==> src/rtl/apb_master_ctrl.sv <==
// apb_master_ctrl
// ---------------------------------------------------------------------------
// APB3 initiator. It takes one request at a time from a valid/ready command
// port and runs the matching SETUP/ACCESS transfer. It then holds the result
// on a valid/ready response port until the consumer takes it.
// A saturating wait-state counter aborts an ACCESS phase that never sees
// PREADY, so a dead responder cannot hang the bus.
//
// Ports
//   PCLK, PRESETn          clock (rising edge), async active-low reset
//   req_valid/req_ready    request handshake (req_ready decoded from state)
//   req_write/addr/wdata   request payload, latched on acceptance
//   rsp_valid/rsp_ready    response handshake
//   rsp_rdata/err/timeout  response payload, held until the next capture
//   PADDR..PWDATA          APB initiator outputs (all registered)
//   PREADY/PRDATA/PSLVERR  APB responder inputs
//
// Parameters
//   ADDR_W, DATA_W  bus widths
//   TIMEOUT         wait states tolerated before abort (0 = never abort)
// ---------------------------------------------------------------------------
module apb_master_ctrl #(
  parameter int ADDR_W  = 32,
  parameter int DATA_W  = 32,
  parameter int TIMEOUT = 255
) (
  input  logic              PCLK,
  input  logic              PRESETn,
  input  logic              req_valid,
  output logic              req_ready,
  input  logic              req_write,
  input  logic [ADDR_W-1:0] req_addr,
  input  logic [DATA_W-1:0] req_wdata,
  output logic              rsp_valid,
  input  logic              rsp_ready,
  output logic [DATA_W-1:0] rsp_rdata,
  output logic              rsp_err,
  output logic              rsp_timeout,
  output logic [ADDR_W-1:0] PADDR,
  output logic              PSEL,
  output logic              PENABLE,
  output logic              PWRITE,
  output logic [DATA_W-1:0] PWDATA,
  input  logic              PREADY,
  input  logic [DATA_W-1:0] PRDATA,
  input  logic              PSLVERR
);

  localparam int CNT_W = 16;
  localparam logic [CNT_W-1:0] TIMEOUT_CNT = CNT_W'(TIMEOUT);
  localparam logic [CNT_W-1:0] CNT_MAX     = '1;

  typedef enum logic [1:0] {
    ST_IDLE   = 2'd0,
    ST_SETUP  = 2'd1,
    ST_ACCESS = 2'd2,
    ST_RESP   = 2'd3
  } state_t;

  state_t            state_reg, state_next;
  logic [ADDR_W-1:0] paddr_reg, paddr_next;
  logic [DATA_W-1:0] pwdata_reg, pwdata_next;
  logic              pwrite_reg, pwrite_next;
  logic              psel_reg, psel_next;
  logic              penable_reg, penable_next;
  logic              rsp_valid_reg, rsp_valid_next;
  logic [DATA_W-1:0] rsp_rdata_reg, rsp_rdata_next;
  logic              rsp_err_reg, rsp_err_next;
  logic              rsp_timeout_reg, rsp_timeout_next;
  logic [CNT_W-1:0]  wait_cnt_reg, wait_cnt_next;
  logic              timeout_hit;

  // The abort fires only once the counter has already absorbed TIMEOUT wait
  // states, so a responder that needs exactly TIMEOUT wait states still
  // finishes normally on the following cycle.
  assign timeout_hit = (TIMEOUT != 0) && (wait_cnt_reg == TIMEOUT_CNT);

  // State and output registers
  always_ff @(posedge PCLK or negedge PRESETn) begin
    if (!PRESETn) begin
      state_reg       <= ST_IDLE;
      paddr_reg       <= '0;
      pwdata_reg      <= '0;
      pwrite_reg      <= 1'b0;
      psel_reg        <= 1'b0;
      penable_reg     <= 1'b0;
      rsp_valid_reg   <= 1'b0;
      rsp_rdata_reg   <= '0;
      rsp_err_reg     <= 1'b0;
      rsp_timeout_reg <= 1'b0;
      wait_cnt_reg    <= '0;
    end else begin
      state_reg       <= state_next;
      paddr_reg       <= paddr_next;
      pwdata_reg      <= pwdata_next;
      pwrite_reg      <= pwrite_next;
      psel_reg        <= psel_next;
      penable_reg     <= penable_next;
      rsp_valid_reg   <= rsp_valid_next;
      rsp_rdata_reg   <= rsp_rdata_next;
      rsp_err_reg     <= rsp_err_next;
      rsp_timeout_reg <= rsp_timeout_next;
      wait_cnt_reg    <= wait_cnt_next;
    end
  end

  // Next-state logic
  always_comb begin
    state_next = state_reg;
    case (state_reg)
      ST_IDLE:   if (req_valid) state_next = ST_SETUP;
      ST_SETUP:  state_next = ST_ACCESS;
      ST_ACCESS: if (PREADY || timeout_hit) state_next = ST_RESP;
      ST_RESP:   if (rsp_ready) state_next = ST_IDLE;
      default:   state_next = ST_IDLE;
    endcase
  end

  // Next values of the registered outputs. The APB strobes change on the
  // same edge as the state, so they stay aligned with it.
  always_comb begin
    paddr_next       = paddr_reg;
    pwdata_next      = pwdata_reg;
    pwrite_next      = pwrite_reg;
    psel_next        = psel_reg;
    penable_next     = penable_reg;
    rsp_valid_next   = rsp_valid_reg;
    rsp_rdata_next   = rsp_rdata_reg;
    rsp_err_next     = rsp_err_reg;
    rsp_timeout_next = rsp_timeout_reg;
    wait_cnt_next    = wait_cnt_reg;
    case (state_reg)
      ST_IDLE: begin
        if (req_valid) begin
          paddr_next    = req_addr;
          pwdata_next   = req_wdata;
          pwrite_next   = req_write;
          psel_next     = 1'b1;
          wait_cnt_next = '0;
        end
      end
      ST_SETUP: begin
        penable_next = 1'b1;
      end
      ST_ACCESS: begin
        if (PREADY) begin
          // PSLVERR is only meaningful alongside PREADY.
          psel_next        = 1'b0;
          penable_next     = 1'b0;
          rsp_valid_next   = 1'b1;
          rsp_rdata_next   = pwrite_reg ? '0 : PRDATA;
          rsp_err_next     = PSLVERR;
          rsp_timeout_next = 1'b0;
        end else if (timeout_hit) begin
          psel_next        = 1'b0;
          penable_next     = 1'b0;
          rsp_valid_next   = 1'b1;
          rsp_rdata_next   = '0;
          rsp_err_next     = 1'b1;
          rsp_timeout_next = 1'b1;
        end else if (wait_cnt_reg != CNT_MAX) begin
          wait_cnt_next = wait_cnt_reg + 1'b1;
        end
      end
      ST_RESP: begin
        if (rsp_ready) rsp_valid_next = 1'b0;
      end
      default: ;
    endcase
  end

  assign req_ready   = (state_reg == ST_IDLE);
  assign rsp_valid   = rsp_valid_reg;
  assign rsp_rdata   = rsp_rdata_reg;
  assign rsp_err     = rsp_err_reg;
  assign rsp_timeout = rsp_timeout_reg;
  assign PADDR       = paddr_reg;
  assign PSEL        = psel_reg;
  assign PENABLE     = penable_reg;
  assign PWRITE      = pwrite_reg;
  assign PWDATA      = pwdata_reg;

endmodule
==> config.mk <==
export PLATFORM = sky130hd
export DESIGN_NAME = apb_master_ctrl
export DESIGN_NICKNAME = d
export VERILOG_FILES = /design/src/rtl/apb_master_ctrl.sv
export SDC_FILE = /design/constraint.sdc
export NUM_CORES = 1
export LEC_CHECK = 0
export ABC_AREA = 0
export BUFFER_PORTS_ARGS = -buffer_cell sky130_fd_sc_hd__buf_2
export CORE_MARGIN = 2
export CORE_UTILIZATION = 30
export DETAILED_ROUTE_END_ITERATION = 8
export SLEW_MARGIN = 20
export SYNTH_ARGS = -nofsm -noshare
export SYNTH_HDL_FRONTEND = slang
export SYNTH_SLANG_ARGS = --single-unit
==> constraint.sdc <==
create_clock -name PCLK -period 5.1 [get_ports PCLK]
set_input_delay 0.51 -clock PCLK [delete_from_list [all_inputs] [get_ports PCLK]]
set_output_delay 0.51 -clock PCLK [all_outputs]
set_load 0.03 [all_outputs]
After elaboration in Yosys (flattened, before gate mapping)
Cells that the tools add are included.
Widths: inputs -> output; s select.
Cells by class
  add/sub/neg operators: 1
  $mul: 0
  div/mod/pow operators: 0
  order comparisons: 0
  equal/unequal tests: 12
  shift operators: 0
  muxes and demuxes: 23
  bitwise operators: 0
  reductions and logical operators: 13
Operators by type and width (number)
  $mux 32: 3
  $mux 16: 4
  $pmux 16 s2: 1
  $add 16x1->16 const B: 1
  $eq 16x8->1 const B: 1
  $ne 16x16->1 const B: 1
  $ne 2x2->1 const B: 6
  $reduce_and 3->1: 3
  $mux 1: 8
  $pmux 2 s4: 1
  $reduce_bool 2->1: 4
  $mux 2: 3
  $pmux 1 s2: 3
  $reduce_and 2->1: 3
  $reduce_and 5->1: 1
  $eq 2x2->1 const B: 2
  $ne 3x3->1 const B: 1
  $eq 2x1->1 const B: 1
  $logic_not 2->1: 1
  $logic_or 1x1->1: 1
Word-level totals
  register bits after elaboration: 120
  bits in latches: 0
  memory bits (writable): 0
  ROM bits: 0
  bits of input ports: 103
  output and inout port bits: 103
  memories: 0

Logic depth before layout (Yosys ltp)
  depth after elaboration: 5
  mapped depth: 9

Worst setup path after synthesis
No wires, ideal clock.
  path kind: register to register
  start: reg state_reg[0]
  end: reg paddr_reg[0] (netlist: PADDR[0])
  setup time: 0.125 ns
  arrival: 1.765 ns
  required time: 4.975 ns
  setup slack: 3.210 ns
  cell stages (with the launch flop): 7
  clock period less this slack: 1.890 ns
  cell sequence: dfrtp_1 > inv_1 > ha_1 > nand2_1 > clkbuf_1 > buf_2 > mux2_2
Between the ends
  word-level cells in the longest chain between the ends: 2
Ends and longest elaborated chain
  from (decl): line 60  | state_t state_reg, state_next;
  from (signal assigned): line 93  | state_reg <= state_next;
  $logic_not 2->1
  named net req_ready: line 30  | output logic req_ready,
  $reduce_and 2->1 (no line)
  to (signal assigned): line 94  | paddr_reg <= paddr_next;
  to (decl): line 61  | logic [ADDR_W-1:0] paddr_reg, paddr_next;
The timed path passes the listed nets, and every way through them passes these cells.
A chain may end at the register's enable or synchronous reset.

Worst setup path in the final report
  start: reg state_reg[0]
  end: reg wait_cnt_reg[1]
Between the ends
  word-level cells in the longest chain between the ends: 3
  elaborated cells on any way between the ends: 9
Ends and longest elaborated chain
  $eq 2x2->1 / $logic_not 2->1 (equally long branches): line 132  | case (state_reg)
  $ne 2x2->1 (no line) / $reduce_bool 2->1 (equally long branches)
  $reduce_and 5->1 (no line)
  to (signal assigned): line 103  | wait_cnt_reg <= wait_cnt_next;
  to (decl): line 70  | logic [CNT_W-1:0] wait_cnt_reg, wait_cnt_next;
Parallel ways exist; a longest one is shown, timed or not.

==> results.toml <==
[setup_path]
critPathArrivalTime_ps = 2790
crit_type = "reg -> reg"
r2r-start = "state_reg[0]"
end_kind = "flop"
reg2regPathDepth = 6
r2r-end = "wait_cnt_reg[1]"
critPathRequiredTime_ps = 5390
critPathLaunchType = "flop"
r2r_slack_ps = 2600
crit_fanout = 19

[timing]
setup_viol = 0
period_minus_slack_ps = 2501
rsz0062_at_grt = "false"
relSlewSlack_pct = 36.43
worst_pin_slew_ps = 953.6
final_max_slew_viol_count = 0
max_freq_mhz = 399.9
fin_worst_skew_ps = 8.761
tns_ps = 0
finalHoldViolations = 0
finalCritPeriodShare_pct = 49.03

[cells_and_area]
nFillCells = 1517
syn_to_final_growth_pct = 37.89
final_nets = 675
fin_area_um2 = 6780
drive_gt1_share_pct = 54.66
diodes = 0
final_cells = 796

[global_route]
grt_max_degree = 76
antenna_found_initial = 0
gr-total-overflow = 0
first_global_vias = 3977
grt_usage_pct = 15.00
grt_pass1_wl_mm = 20.55

[clock_tree]
numCtsBuffers = 17
htree_levels = 4
cts.path.max_buffers = 2
post-cts-setup-buffer-count = 0
cts_tree = "done"
cts.sinks = 120
cts_resized = 0
holdBufCountCts = 0
clkTransAtPathRegs_ps = 60
insertion_delay_ps = 420
cts_root_buf = "clkbuf_16"

[logic_synthesis]
syn_inst = 358
yosysWarningCount = 0
ys_seq_area_share_pct = 61.07
syn-num-nets = 466
ys_ff_latch = 120
synthAdderAreaFrac_pct = 1.272
netlist_area_um2 = 4917
yosys.area_share.simple_pct = 7.354
ys.flop_type = "dfrtp_1"
synthMuxAreaShare_pct = 15.09
ys_types = 42
async_flop_share_pct = 100.0
synth_edf_count = 0
yosys.area_share.xor_xnor_pct = 0
syn_avg_cell_area_um2 = 13.74
synth_compound_area_share_pct = 12.57
synth_top_family_by_area = "multiplexers"

[floorplanning]
fp.dieH_um = 132.0
core-area_um2 = 15940
boundaryPins = 206
dieWidth_um = 132.0
start_util_pct = 30.84
rows = 46
dieArea_um2 = 17430

[drt]
drtPass1Iterations = 4
first_iter_violations = 198
route.detailed.drc = 0
wirelength_mm = 12.60
vias = 3755
detail-route-antenna-nets = 0
vias_per_cell = 4.717
wl_per_cell_um = 15.83

[power_and_ir_drop]
vdd_drop_max_uv = 333.6
combPwrFrac_pct = 42.2
p_per_area_nw_per_um2 = 725.6
pwr-share-clk_pct = 26.1
switching_share_pct = 40.70
total_power_w = 0.004920
pwr-share-seq_pct = 31.8
internal_power_w = 0.002917
p_sw_w = 0.002002
power.leakage_nw = 3.339

[place]
place_congestion = 0.8520
dpl_cell_area_um2 = 6145
portBuffers = 205
dp.cells = 764
dpl.hpwl_mm = 8.772

[worst_hold_path]
hold_path_class = "in -> async"

[outcome]
outcome = "finished clean"

[run]
cap_violations = 0
power groups by stage:
stage / sequential [W] / combinational, W / clock, W
2_1_floorplan: 0.00231 / 0.000734 / 0
4_1_cts: 0.00156 / 0.00210 / 0.00132
5_1_grt: 0.00162 / 0.00221 / 0.00137
6_report: 0.00156 / 0.00207 / 0.00128
3_5_place_dp: 0.00157 / 0.00210 / 0
3_3_place_gp: 0.00156 / 0.00205 / 0
cells by family after synthesis:
logic type / Yosys count
simple gates: 63
flops: 120
compound gates: 80
buf+inv: 24
mux: 66
fa+ha+maj: 5
metrics by stage:
stage / util [%] / setup slack, ps / hold slack [ps]
2_1_floorplan: - / 3210 / 214.4
3_3_place_gp: 38.51 / 2297 / 471.3
3_5_place_dp: 38.54 / 2630 / 479.5
4_1_cts: 42.53 / 2597 / 264.7
5_1_grt: 42.53 / 2388 / 286.8
6_report: 42.53 / 2599 / 226.3
cells in the mapped netlist (6+ instances only):
library cell,count,area (µm²)
a22o_1,32,280.3
and3_1,6,37.54
buf_2,8,40.04
clkbuf_1,7,26.28
dfrtp_1,120,3003
mux2_2,65,732.0
nand2_1,19,71.32
nand3_1,12,60.06
o21ai_0,8,40.04
o21ai_1,7,35.03
o31ai_1,9,67.56
cells in the final DEF, fill, tap and decap left out, types with 3 or more instances in the layout:
cell type and count:
nor2_1 4, inv_1 4, nand3_1 12, ha_1 5, clkinv_4 3, or4_1 3
clkinvlp_4 3, o21ai_0 8, clkbuf_16 17, a22o_1 32, o31ai_1 9, dfrtp_1 120
nor3_1 3, o21ai_1 7, buf_4 5, buf_2 204, bufinv_16 4, o211ai_1 5
and3_1 6, nand2_1 18, a21oi_1 4, mux2_2 65, nand2b_1 3
cell type report:
cell class / instances / area, µm² / area share (%)
clock buffers: 18 / 439.2 / 6.477
clock inverters: 14 / 196.4 / 2.897
inverters: 5 / 18.77 / 0.2768
multi-input cells: 214 / 1794 / 26.46
flip-flops and latches: 120 / 3003 / 44.29
well taps: 216 / 270.3 / 3.986
repair buffers: 209 / 1059 / 15.61
worst max-delay path by stage:
| stage | cells after the start | startpoint | endpoint |
|---|---|---|---|
| 6_report | 6 | state_reg[0] | wait_cnt_reg[1] |
| 4_1_cts | 6 | state_reg[0] | wait_cnt_reg[7] |
| 2_1_floorplan | 6 | state_reg[0] | PADDR[0] |
| 3_3_place_gp | 6 | state_reg[0] | wait_cnt_reg[1] |
| 3_5_place_dp | 6 | state_reg[0] | wait_cnt_reg[1] |
| 5_1_grt | 6 | state_reg[0] | wait_cnt_reg[1] |
layer usage:
layer	vias to the layer above	global-route usage, %	part of all wire (%)
li1	1752	-	-
met2	143	25.14	51
met1	1845	17.45	41
met4	0	6.522	1.6
met3	15	5.152	6.8
met5	-	0	0
critical path: stages (launching register included):
cell and delay, ps:
dfrtp_1 400, inv_1 110, ha_1 650, inv_2 250, a211oi_2 660, or2_2 240, o21ai_1 70
(Power assumes the default switching activity.)
